### config.mk
export PLATFORM = sky130hd
export DESIGN_NAME = uart_rx_ctrl
export DESIGN_NICKNAME = d
export VERILOG_FILES = /design/src/rtl/uart_pkg.sv /design/src/rtl/uart_sync_fifo.sv /design/src/rtl/uart_rx_ctrl.sv
export SDC_FILE = /design/constraint.sdc
export NUM_CORES = 1
export LEC_CHECK = 0
export CAP_MARGIN = 10
export CORE_MARGIN = 2
export CORE_UTILIZATION = 59
export CTS_CLUSTER_SIZE = 16
export DETAILED_ROUTE_END_ITERATION = 10
export MAX_ROUTING_LAYER = met4
export PLACE_DENSITY = 0.77
export SYNTH_ARGS = -nofsm -noshare
export SYNTH_HDL_FRONTEND = slang
export SYNTH_SLANG_ARGS = --single-unit
### constraint.sdc
create_clock -name Clk -period 3.4 [get_ports Clk]
set_input_delay 0.68 -clock Clk [delete_from_list [all_inputs] [get_ports Clk]]
set_output_delay 0.68 -clock Clk [all_outputs]
set_load 0.03 [all_outputs]
### src/rtl/uart_pkg.sv
// Shared types for the UART receive path: per-word error code layout and flow-control states.
package uart_pkg;

  localparam int ERR_BREAK  = 0;
  localparam int ERR_PARITY = 1;
  localparam int ERR_FRAME  = 2;

  typedef struct packed {
    logic frame;
    logic parity;
    logic brk;
  } rx_err_t;

  typedef enum logic {
    ACCEPT   = 1'b0,
    THROTTLE = 1'b1
  } flow_state_t;

endpackage

### src/rtl/uart_sync_fifo.sv
// Synchronous first-word-fall-through FIFO with occupancy count.
// The caller qualifies wr_i/rd_i; no internal full/empty guarding.
module uart_sync_fifo #(
  parameter int WIDTH = 11,
  parameter int DEPTH = 16
) (
  input  logic                     clk_i,
  input  logic                     rst_i,
  input  logic                     wr_i,
  input  logic [WIDTH-1:0]         wdata_i,
  input  logic                     rd_i,
  output logic [WIDTH-1:0]         rdata_o,
  output logic [$clog2(DEPTH):0]   count_o,
  output logic                     full_o,
  output logic                     empty_o
);

  localparam int AW = $clog2(DEPTH);
  localparam int CW = AW + 1;

  logic [WIDTH-1:0] mem [DEPTH];
  logic [AW-1:0]    wrPtr_q, wrPtr_d;
  logic [AW-1:0]    rdPtr_q, rdPtr_d;
  logic [CW-1:0]    count_q, count_d;

  // Power-of-two depth lets the pointers wrap naturally.
  always_comb begin
    wrPtr_d = wr_i ? wrPtr_q + AW'(1) : wrPtr_q;
    rdPtr_d = rd_i ? rdPtr_q + AW'(1) : rdPtr_q;
    count_d = count_q + CW'(wr_i) - CW'(rd_i);
  end

  always_ff @(posedge clk_i) begin
    if (rst_i) begin
      wrPtr_q <= '0;
      rdPtr_q <= '0;
      count_q <= '0;
    end else begin
      wrPtr_q <= wrPtr_d;
      rdPtr_q <= rdPtr_d;
      count_q <= count_d;
    end
  end

  always_ff @(posedge clk_i) begin
    if (wr_i) mem[wrPtr_q] <= wdata_i;
  end

  assign rdata_o = mem[rdPtr_q];
  assign count_o = count_q;
  assign full_o  = (count_q == CW'(DEPTH));
  assign empty_o = (count_q == '0);

endmodule

### src/rtl/uart_rx_ctrl.sv
// Receive-side controller: captures receiver words into a FIFO, serves the host over
// valid/ready, tracks error/overrun status and throttles the remote end through RTS.
module uart_rx_ctrl
  import uart_pkg::*;
#(
  parameter int DATA_BITS  = 8,
  parameter int FIFO_DEPTH = 16,
  parameter int HI_WATER   = 12,
  parameter int LO_WATER   = 4,
  parameter int CNT_W      = 8
) (
  input  logic                          Clk,
  input  logic                          Rst,
  input  logic [DATA_BITS-1:0]          Rx_Data_In,
  input  logic [2:0]                    Rx_Error_In,
  input  logic                          Data_Rdy_In,
  input  logic                          Rx_Rts_In,
  output logic                          RTS,
  output logic [DATA_BITS-1:0]          Host_Data_Out,
  output logic [2:0]                    Host_Err_Out,
  output logic                          Host_Valid,
  input  logic                          Host_Ready,
  output logic [$clog2(FIFO_DEPTH):0]   Fifo_Count,
  output logic [2:0]                    Err_Flags,
  output logic [CNT_W-1:0]              Err_Count,
  output logic [CNT_W-1:0]              Drop_Count,
  output logic                          Overrun,
  input  logic                          Clr_Status
);

  localparam int CW = $clog2(FIFO_DEPTH) + 1;
  localparam int W  = DATA_BITS + 3;

  logic              dataRdy_q;
  logic              push, pop, wrEn, drop, anyErr;
  logic              full, empty;
  logic [CW-1:0]     count, countNext;
  logic [W-1:0]      rdData;
  rx_err_t           errIn;

  flow_state_t       state_q, state_d;
  logic              rts_q;
  logic [2:0]        errFlags_q, errFlags_d;
  logic [CNT_W-1:0]  errCount_q, errCount_d;
  logic [CNT_W-1:0]  dropCount_q, dropCount_d;
  logic              overrun_q, overrun_d;

  assign errIn  = Rx_Error_In;
  assign anyErr = errIn.brk | errIn.parity | errIn.frame;

  // A full FIFO still takes a word when the host frees a slot on the same edge.
  assign push      = Data_Rdy_In && !dataRdy_q;
  assign pop       = !empty && Host_Ready;
  assign wrEn      = push && (!full || pop);
  assign drop      = push && full && !pop;
  assign countNext = count + CW'(wrEn) - CW'(pop);

  uart_sync_fifo #(
    .WIDTH (W),
    .DEPTH (FIFO_DEPTH)
  ) u_fifo (
    .clk_i   (Clk),
    .rst_i   (Rst),
    .wr_i    (wrEn),
    .wdata_i ({Rx_Error_In, Rx_Data_In}),
    .rd_i    (pop),
    .rdata_o (rdData),
    .count_o (count),
    .full_o  (full),
    .empty_o (empty)
  );

  // Clear first, then layer the current capture on top so a same-cycle capture survives.
  always_comb begin
    errFlags_d  = Clr_Status ? '0 : errFlags_q;
    errCount_d  = Clr_Status ? '0 : errCount_q;
    dropCount_d = Clr_Status ? '0 : dropCount_q;
    overrun_d   = Clr_Status ? 1'b0 : overrun_q;
    if (push) begin
      errFlags_d = errFlags_d | Rx_Error_In;
      if (anyErr && errCount_d != '1) errCount_d = errCount_d + CNT_W'(1);
    end
    if (drop) begin
      overrun_d = 1'b1;
      if (dropCount_d != '1) dropCount_d = dropCount_d + CNT_W'(1);
    end
  end

  always_comb begin
    state_d = state_q;
    case (state_q)
      ACCEPT:   if (countNext >= CW'(HI_WATER)) state_d = THROTTLE;
      THROTTLE: if (countNext <= CW'(LO_WATER)) state_d = ACCEPT;
      default:  state_d = ACCEPT;
    endcase
  end

  always_ff @(posedge Clk) begin
    if (Rst) begin
      dataRdy_q   <= 1'b0;
      state_q     <= ACCEPT;
      rts_q       <= 1'b0;
      errFlags_q  <= '0;
      errCount_q  <= '0;
      dropCount_q <= '0;
      overrun_q   <= 1'b0;
    end else begin
      dataRdy_q   <= Data_Rdy_In;
      state_q     <= state_d;
      rts_q       <= (state_q == ACCEPT) && Rx_Rts_In;
      errFlags_q  <= errFlags_d;
      errCount_q  <= errCount_d;
      dropCount_q <= dropCount_d;
      overrun_q   <= overrun_d;
    end
  end

  assign RTS           = rts_q;
  assign Host_Data_Out = rdData[DATA_BITS-1:0];
  assign Host_Err_Out  = rdData[W-1:DATA_BITS];
  assign Host_Valid    = !empty;
  assign Fifo_Count    = count;
  assign Err_Flags     = errFlags_q;
  assign Err_Count     = errCount_q;
  assign Drop_Count    = dropCount_q;
  assign Overrun       = overrun_q;

endmodule

==> results.md <==
- Min-delay src: Err_Count[6]$_SDFF_PP0_
- Placed cell area: 9630 um^2
- Post-route setup slack: 0.0971 ns
- Worst Setup Path Type: reg2out
- Pre-CTS WS: 0.141 ns
- Layout cells sized above 1: 0.185
- WHS: 0.501 ns
- Detailed placer's ending HPWL: 10900 um
- Routability cong.: 0.900
- Drt first pass iters: 5
- Tightest Hold Check Type: reg2reg
- RSZ-0062 raised after global routing: false
- Minimum clock period: approximately 3.3 ns
- Final wirelength: 18800 um
- Synth warn: 0
- Root Driver: clkbuf_16
- Syn_nets: approximately 550
- Post-DR vias/cell: roughly 6.3
- Max_slew headroom: 0.544
- Worst r2r src: u_fifo.count_o[2]$_SDFF_PP0_
- Chip width: 125 um
- CP Max Fanout: 22
- Delay of the slowest critical-path stage: between 0.5 and 0.6 ns
- Worst EP required: 2.72 ns
- Family with the most delay on the worst path: buffers and inverters
- Worst-Skew Late Latency: 0.49 ns
- Slew Limit Fails: 0
- Top_reg_cell synth: edfxtp_1
- Final Hold Viols: 0
- Slowest CP cell: clkdlybuf4s50_1
- Setup crit start kind: register
- R2r worst-path depth: 13
- Setup Viol. Count Final: 0
- Initial DRC count: ~500
- Max-capacitance violation count: 0
- Worst path cell trace: bufbuf_16, mux4_2, a22oi_1, nand2_1, clkdlybuf4s50_1
- Final Cell Area: 10400 um^2
- Site Rows: 44
- Die area: around 16000 um^2
- Total track usage: 0.253
- Clk buf depth: 3
- Global-route wire length before repair: 29400 um
- Initial Util: 0.600
- CTS hold repair buffers: 0
- EDFF count, synth: 176
- Worst Hold Path EP: Err_Count[6]$_SDFF_PP0_
- CTS Sinks: 216
- Hold Path Depth: 2
- FFs w/ async S/R, synth: 0
- Vias in the first global route: 5220
- Worst-margin pin slew: 0.684 ns
- Post-synth cell types: 49
- Clock-pin slew on the worst setup and hold paths: around 0.060 ns
- CTS tree: yes
- Fin crit share: 0.971
- Area growth from synthesis to layout: 19.2%
- PD cells: 666 nW/um^2
- P_leak: 0.00354 uW
- Total core area: 14500 um^2
- H-Tree Depth: 1
- Routed via count: between 5000 and 6000
- Largest net degree at the start of global routing: 31
- Final #Nets: around 640
- Peak supply drop: just under 500 uV
- Io pins: 55
- R2R setup slack: 0.38 ns
- Crit path buf inv count: 2
- Cell count after synthesis: 521
- WL/cell: 23.4 um
- Setup TNS: 0 ns
- Crit end category: output port
- Synth Cell Area: a little under 9000 um^2
- RR Endpoint: state_q$_SDFF_PP0_
- Final ANT Viol Nets: 0
- Post-synthesis sequential area ratio: 0.700
- Die Span Y: 125 um
- IO Port Bufs: 54
- Fmax: 0.303 GHz
- Max Clock Skew: 0.0109 ns
- Post-CTS Repair Setup Buffers: 0
- Avg Inst Size Synth: approximately 17 um^2
- DRC violations left: 0
- Critical Path AT: 2.62 ns
- Status: completed
- Overflow left after global routing: 0
- Initial antenna violation count: 0
- Num CTS Buffers: 21
- FF+latch count, synth: 216
- ANT cells: 0
## layout by cell type, fill, tap and decap left out, drive strengths merged, types with 3 or more instances in the layout
| cell | instances |
|---|---|
| edfxtp | 176 |
| xnor2 | 7 |
| clkdlybuf4s50 | 44 |
| inv | 13 |
| ha | 13 |
| o211ai | 3 |
| a311oi | 3 |
| nor2 | 33 |
| and4b | 3 |
| o21ai | 4 |
| xor2 | 4 |
| dfxtp | 40 |
| mux4 | 44 |
| nand3 | 15 |
| nor3 | 9 |
| or4 | 4 |
| buf | 29 |
| mux2i | 3 |
| clkinv | 5 |
| or3 | 3 |
| and3 | 7 |
| o31ai | 4 |
| a21oi | 14 |
| nand2b | 4 |
| nor2b | 16 |
| nand2 | 26 |
| dlymetal6s2s | 10 |
| clkbuf | 30 |
| a22oi | 26 |
## kinds of logic (layout without fill, tap and decap cells)
family	count (synthesis)	after routing	synth area share
multiplexers	47	47	0.117
AND/OR/NAND/NOR	130	130	0.0793
buffers and inverters	36	135	0.0166
XOR/XNOR	11	11	0.0111
AO/OA/AOI/OAI	67	67	0.0541
flip-flops	216	216	0.700
adder cells (fa/ha/maj)	14	14	0.0210
## where the power goes
group          switching (uW)  internal (uW)
combinational             840            817
sequential               93.8           2950
clock                     914           1280
## synth_stat cells, types with 3 or more instances
| cell type | instances | share of area |
|---|---|---|
| edfxtp_1 | 176 | 0.61 |
| mux4_2 | 44 | 0.11 |
| dfxtp_1 | 40 | 0.092 |
| nor2_1 | 33 | 0.014 |
| a22oi_1 | 26 | 0.022 |
| nand2_1 | 26 | 0.011 |
| nor2b_1 | 16 | 0.012 |
| clkbuf_1 | 15 | 0.0065 |
| nand3_1 | 15 | 0.0086 |
| a21oi_1 | 14 | 0.0081 |
| ha_1 | 13 | 0.019 |
| inv_1 | 13 | 0.0056 |
| nor3_1 | 8 | 0.0046 |
| and3_1 | 7 | 0.0050 |
| buf_2 | 7 | 0.0040 |
| xnor2_1 | 7 | 0.0071 |
| nand2b_1 | 4 | 0.0029 |
| o21ai_0 | 4 | 0.0023 |
| o31ai_1 | 4 | 0.0035 |
| or4_1 | 4 | 0.0035 |
| xor2_1 | 4 | 0.0040 |
| a311oi_1 | 3 | 0.0030 |
| and4b_1 | 3 | 0.0035 |
| mux2i_1 | 3 | 0.0035 |
| o211ai_1 | 3 | 0.0026 |
## sequential cells by signal (all words and copies together), names as in the netlist, named ones only
name,count
u_fifo.mem,176
Drop_Count,8
Err_Count,8
u_fifo.count_o,5
u_fifo.rdPtr_q,4
u_fifo.wrPtr_q,4
Err_Flags,3
Overrun,1
RTS,1
dataRdy_q,1
state_q,1
## what timing repair did
action	4_1_cts	5_1_grt
pin swaps	0	0
resized for setup	1	11
gates cloned	1	0
setup endpoints to repair	1	11
## layout make-up
class	instances	area, um^2
Inverter	14	52.6
Clock buffer	30	589
Timing Repair Buffer	84	848
Sequential cell	216	6090
Fill cell	902	4130
Tap cell	184	230
Multi-Input combinational cell	269	2480
Clock inverter	7	62.6
## worst max-delay path by stage
stage	from	to	slack (ns)	cells past startpoint
2_1_floorplan	u_fifo.count_o[3]$_SDFF_PP0_	state_q$_SDFF_PP0_	0.30	14
3_3_place_gp	Host_Ready	state_q$_SDFF_PP0_	0.23	12
3_5_place_dp	Host_Ready	state_q$_SDFF_PP0_	0.14	12
4_1_cts	register	Host_Data_Out[1]	0.01	5
5_1_grt	register	Host_Data_Out[4]	0.006	5
6_report	register	Host_Data_Out[4]	0.1	5
## per-layer routing
| metal | part of all wire | up-vias | track usage | wire length, um |
|---|---|---|---|---|
| li1 | - | 2236 | - | - |
| met1 | 0.40 | 2581 | 0.330 | 7430 |
| met2 | 0.51 | 203 | 0.420 | 9640 |
| met3 | 0.062 | 36 | 0.0304 | 1170 |
| met4 | 0.030 | 0 | 0.0876 | 567 |
| met5 | 0 | - | - | 0 |
## stage by stage
step	std cells	total power, uW	util
final	804	6900	0.715
after global routing	804	7190	0.715
after CTS	804	6960	0.713
after detailed placement	766	4700	0.665
after global placement	766	4660	0.665
after floorplan	521	4230	-
## worst reg2reg max path, stage by stage (launching register included)
cell and delay [ns]:
dfxtp_1 0.34, inv_1 0.08, ha_1 0.17, or4b_1 0.56
nand2_1 0.18, inv_1 0.06, ha_1 0.26, inv_1 0.04
ha_1 0.19, fa_1 0.44, a21oi_1 0.16, o21bai_1 0.10
xnor2_1 0.21, o211ai_1 0.10
Note: power is estimated with default switching activity, not from simulation.
==> variant 1: new RTL, config.mk and constraints unchanged <==
Set the parameter `FIFO_DEPTH` to 32 (it was 16).
--- a/src/rtl/uart_rx_ctrl.sv
+++ b/src/rtl/uart_rx_ctrl.sv
@@ -4,7 +4,7 @@
   import uart_pkg::*;
 #(
   parameter int DATA_BITS  = 8,
-  parameter int FIFO_DEPTH = 16,
+  parameter int FIFO_DEPTH = 32,
   parameter int HI_WATER   = 12,
   parameter int LO_WATER   = 4,
   parameter int CNT_W      = 8
Ports: changed (resized Fifo_Count); port bits go from 55 to 56. The function was not compared with the original's and may differ.
==> variant 1 against the unedited design <==
Sequential cell count up 180. Wire length up 93%. Total power up 77%. Synthesized cell count up 85%. Count of clock-buffer cells in the layout up 16. Worst setup slack about the same. Final area up 80%. Combinational power up 58%. First-iteration DRC count up 110%. Sequential power up 80%. Via count up 80%. Core utilization down 2.0 points. Clock skew up 0.0052 ns. Synthesized area up 84%. Critical endpoint is now Host_Data_Out[1]. Largest power group unchanged.
==> variant 1: results <==
export IMPL_status="finished, final reports clean"
export IMPL_via_per_inst=6.263
export IMPL_clock_skew_ns=0.01608
export IMPL_worst_ep_arrival_time_ns=2.62
export IMPL_cell_depth_of_the_worst_hold_path=1
export IMPL_number_of_warning_messages_in_the_yosys_log=0
export IMPL_crit_slowest_cell="sky130_fd_sc_hd__mux4_2"
export IMPL_filler_cell_count_in_the_final_layout=1740
export IMPL_ctsLongestPathBuffers=3
export IMPL_groute_layer_met3_usage_pct=5.705
export IMPL_grt_total_usage_pct=26.77
export IMPL_start_kind="register"
export IMPL_global_route_usage_met2_pct=43.05
export IMPL_regToRegStartpoint="u_fifo.count_o[4]$_SDFF_PP0_"
export IMPL_yosysUniqueCellTypes=63
export IMPL_holdCritStartpoint="state_q$_SDFF_PP0_"
export IMPL_first_global_vias=9233
export IMPL_highest_fanout_seen_on_the_critical_path=15
export IMPL_drt_iter0_markers=1073
export IMPL_grt_use_met1_pct=34.61
export IMPL_ff2ff_setup_slack_ns=0.74
export IMPL_io_buffers=55
export IMPL_peakVddDrop_mv=0.4543
export IMPL_slowest_stage_delay_on_critical_path_ns=0.55
export IMPL_layout_nets=1118
export IMPL_asyncSetResetFlopFracSynth_pct=0
export IMPL_timing_worst_slew_pin_value_ns=0.6581
export IMPL_gp_congestion=0.9019
export IMPL_timing_critical_path_to="Host_Data_Out[1]"
export IMPL_synth_net_count=996
export IMPL_cts_root_buf="sky130_fd_sc_hd__clkbuf_16"
export IMPL_min_delay_worst_endpoint="RTS$_SDFF_PP0_"
export IMPL_seq_area_frac_synth_pct=71.43
export IMPL_grt_first_pass_wirelength_mm=54.81
export IMPL_clock_insertion_delay_worst_skew_ns=0.54
export IMPL_cts_clk_slew_worst_paths_ns=0.06
export IMPL_reg2regPathDepth=13
export IMPL_internal_power_w=0.008892
export IMPL_synth_edff_count=352
export IMPL_timing_critical_path_max_delay_family="multiplexers"
export IMPL_tritoncts_num_buffers=39
export IMPL_timing_hold_worst_class="reg -> reg"
export IMPL_share_of_cells_above_drive_strength_1_pct=19.82
export IMPL_grt_max_degree=34
export IMPL_register_with_the_most_flip_flops="u_fifo.mem"
export IMPL_cell_leakage_power_nw=6.014
export IMPL_post_synth_main_area_contributors="sky130_fd_sc_hd__edfxtp_1 66%, sky130_fd_sc_hd__mux4_2 6.2%, sky130_fd_sc_hd__mux2i_1 5.6%"
export IMPL_first_pass_drt_iterations=7
export IMPL_synth_common_cells="352 x sky130_fd_sc_hd__edfxtp_1, 90 x sky130_fd_sc_hd__mux2i_1, 62 x sky130_fd_sc_hd__nand2_1"
export IMPL_largest_register_ff_count=352
export IMPL_report_final_slew_viol_count=0
export IMPL_dp_hpwl_mm=22.08
export IMPL_critical_path_reg2reg_endpoint="state_q$_SDFF_PP0_"
export IMPL_routed_wire_length_per_instance_um=24.97
export IMPL_antenna_diode_count=0
export IMPL_cts_htree_levels=2
export IMPL_antenna_found_initial=0
-- variant 1: cell count changes in the layout (fill, tap and decap cells not counted), moves of 10 or more --
cell / before / now
sky130_fd_sc_hd__a22oi_1: 26 / 36
sky130_fd_sc_hd__buf_4: 27 / 75
sky130_fd_sc_hd__clkbuf_16: 21 / 40
sky130_fd_sc_hd__dlymetal6s2s_1: 10 / 0
sky130_fd_sc_hd__edfxtp_1: 176 / 352
sky130_fd_sc_hd__mux2_2: 0 / 22
sky130_fd_sc_hd__mux2i_1: 3 / 90
sky130_fd_sc_hd__nand2_1: 26 / 62
sky130_fd_sc_hd__nand4_1: 1 / 27
sky130_fd_sc_hd__nor2_1: 33 / 57
-- variant 1: what timing repair did --
action                                  CTS  global route
buffers inserted                          8             0
endpoints found under the setup margin   11             4
resized for setup                         6             1
hold buffers                              0             0
-- variant 1: cells by family (layout without fill, tap and decap cells) --
| family | Yosys count | after routing | synth area share (%) |
|---|---|---|---|
| adders and majority gates | 16 | 16 | 1.296 |
| AOI/OAI and AO/OA | 90 | 90 | 4.066 |
| xor gates and xnor gates | 9 | 9 | 0.4917 |
| buffers and inverters | 64 | 216 | 1.764 |
| muxes | 156 | 156 | 13.35 |
| DFF | 396 | 396 | 71.43 |
| and+or+nand+nor | 232 | 232 | 7.609 |
-- variant 1: through the flow --
stage | cells | setup WS [ns] | area [µm²] | hold slack (ns) | total power, W
after floorplan | 963 | 0.4837 | 16030 | 0.4119 | 0.007346
after global placement | 1378 | 0.2489 | 17310 | 0.4417 | 0.008084
after detailed placement | 1378 | 0.2143 | 17310 | 0.4462 | 0.008143
after CTS | 1457 | 0.02526 | 18630 | 0.4519 | 0.01232
after global routing | 1456 | 0.01054 | 18620 | 0.4762 | 0.01265
final | 1456 | 0.09709 | 18620 | 0.4518 | 0.01225
-- variant 1: final cells by class --
| type | instances | area (µm²) | area share [%] |
|---|---|---|---|
| clock inverters | 25 | 191.4 | 1.028 |
| clock buffers | 46 | 1023 | 5.497 |
| multi-input cells | 503 | 4298 | 23.08 |
| flip-flops and latches | 396 | 11460 | 61.55 |
| repair buffers | 129 | 1160 | 6.229 |
| well taps | 341 | 426.7 | 2.292 |
| inverters | 16 | 60.06 | 0.3226 |
-- variant 1: power by group through the flow --
stage	Combinational, W	Sequential, W	Clock [W]
floorplan	0.00173	0.00562	0
global placement	0.00242	0.00566	0
detailed placement	0.00248	0.00566	0
CTS	0.00266	0.00550	0.00417
global route	0.00281	0.00551	0.00434
finish	0.00263	0.00550	0.00412
-- variant 1: layer usage --
metal	vias up	wire (µm)	share of wire (%)
li1	4025	-	-
met1	4576	14210	39
met2	438	18060	50
met3	80	3148	8.7
met4	0	943	2.6
met5	-	0	0
==> variant 2: new RTL, same flow settings <==
Made on the original files. Put a register stage on the output `Fifo_Count`, without a reset. The value now appears one clock later. The other outputs are not delayed to match.
--- a/src/rtl/uart_rx_ctrl.sv
+++ b/src/rtl/uart_rx_ctrl.sv
@@ -119,7 +119,9 @@
   assign Host_Data_Out = rdData[DATA_BITS-1:0];
   assign Host_Err_Out  = rdData[W-1:DATA_BITS];
   assign Host_Valid    = !empty;
-  assign Fifo_Count    = count;
+  always_ff @(posedge Clk) begin
+    Fifo_Count <= count;
+  end
   assign Err_Flags     = errFlags_q;
   assign Err_Count     = errCount_q;
   assign Drop_Count    = dropCount_q;
Behaviour: not the same (a bounded check fails within 4 cycles, from zero or initial values and one cycle with Rst high).
==> variant 2 against the unedited design <==
Core utilization grew 1.4 points. Sequential cell count grew 5. Final area grew 3.2%. Global-route usage shrank 0.49 points. Sequential share of layout area shrank 0.87 points. Worst setup slack gained 0.019 ns. Wire length grew 0.88%. Maximum frequency grew 0.56%. Sequential power grew 3%. Total power grew 5.4%. Synthesized area grew 2.7%.
==> variant 2: results <==
export IMPL_wl_met3_mm=1.112
export IMPL_groute_layer_met3_usage_pct=3.518
export IMPL_place_inst=783
export IMPL_largest_register_ff_count=176
export IMPL_filler_cell_count_in_the_final_layout=879
export IMPL_routed_wire_length_per_instance_um=23.03
export IMPL_pwr_share_comb_pct=23.2
export IMPL_grt_total_usage_pct=24.83
export IMPL_cts_repair_resized=1
export IMPL_via_per_inst=6.251
export IMPL_drt_iter0_markers=530
export IMPL_grt_max_degree=45
export IMPL_synth_common_cells="176 x sky130_fd_sc_hd__edfxtp_1, 45 x sky130_fd_sc_hd__dfxtp_1, 44 x sky130_fd_sc_hd__mux4_2"
export IMPL_share_of_cells_above_drive_strength_1_pct=20.19
export IMPL_timing_critical_path_max_delay_family="buffers and inverters"
export IMPL_cell_depth_of_the_worst_hold_path=0
export IMPL_asyncSetResetFlopFracSynth_pct=0
export IMPL_global_route_usage_met2_pct=40.61
export IMPL_synth_net_count=562
export IMPL_dp_hpwl_mm=11.80
export IMPL_timing_worst_slew_pin_value_ns=0.6055
export IMPL_syn_area_per_cell_um2=16.81
export IMPL_cell_leakage_power_nw=3.680
export IMPL_regToRegStartpoint="u_fifo.count_o[3]$_SDFF_PP0_"
export IMPL_peakVddDrop_mv=0.5117
export IMPL_p_clk_share_pct=33.6
export IMPL_highest_fanout_seen_on_the_critical_path=14
export IMPL_totalWireLength_mm=18.98
export IMPL_m1WireLength_mm=7.777
export IMPL_grt_use_met1_pct=32.59
export IMPL_layout_nets=654
export IMPL_tritoncts_num_buffers=22
export IMPL_status="finished, final reports clean"
export IMPL_seq_area_frac_synth_pct=69.29
export IMPL_holdCritStartpoint="u_fifo.count_o[2]$_SDFF_PP0_"
export IMPL_antenna_found_initial=1
export IMPL_clock_skew_ns=0.01380
export IMPL_yosysUniqueCellTypes=61
export IMPL_gp_congestion=0.8278
export IMPL_first_global_vias=5343
export IMPL_met2_length_mm=9.479
export IMPL_grt_first_pass_wirelength_mm=29.34
export IMPL_post_synth_main_area_contributors="sky130_fd_sc_hd__edfxtp_1 59%, sky130_fd_sc_hd__mux4_2 11%, sky130_fd_sc_hd__dfxtp_1 10%"
export IMPL_switching_power_w=0.001945
[variant 2: cell count changes in the layout (fill, tap and decap cells not counted), moves of 3 or more]
cell / delta
sky130_fd_sc_hd__buf_4: +9
sky130_fd_sc_hd__dfxtp_1: +5
sky130_fd_sc_hd__clkinv_1: +4
sky130_fd_sc_hd__a21oi_1: +3
sky130_fd_sc_hd__clkbuf_8: -3
sky130_fd_sc_hd__nand2_1: -3
sky130_fd_sc_hd__nand4_1: +3
sky130_fd_sc_hd__nor2b_1: -3
[variant 2: through the flow]
stage / total power, W / instance area (µm²) / setup slack (ns) / TNS [ns] / util (%)
floorplan: 0.004360 / 8927 / 0.4427 / 0 / -
global placement: 0.004848 / 9928 / 0.1568 / 0 / 67.80
detailed placement: 0.004899 / 9928 / -0.03403 / -0.03403 / 67.80
CTS: 0.007334 / 10660 / 0.001187 / 0 / 72.79
global route: 0.007552 / 10680 / 0.01737 / 0 / 72.94
finish: 0.007271 / 10680 / 0.1157 / 0 / 72.94
[variant 2: final timing paths]
kind	to	slack, ns
max reg2reg	state_q$_SDFF_PP0_	0.29
min reg2reg	Fifo_Count[2]$_DFF_P_	0.38
max	Host_Err_Out[2]	0.12
min	Fifo_Count[2]$_DFF_P_	0.38
[variant 2: logic make-up after synthesis]
family	synth area share, %
DFF	69.29
muxes	11.91
adders and majority gates	2.046
xor gates and xnor gates	0.9810
and+or+nand+nor	8.493
buffers and inverters	1.962
AOI/OAI and AO/OA	5.312
[variant 2: area by class of cell]
class / count / share of cell area, %
sequential: 221 / 57.96
multi-input combinational: 271 / 24.21
timing repair buffer: 93 / 8.340
clock buffer: 27 / 5.529
tap: 184 / 2.155
clock inverter: 13 / 1.289
inverter: 14 / 0.4920
antenna: 1 / 0.02343
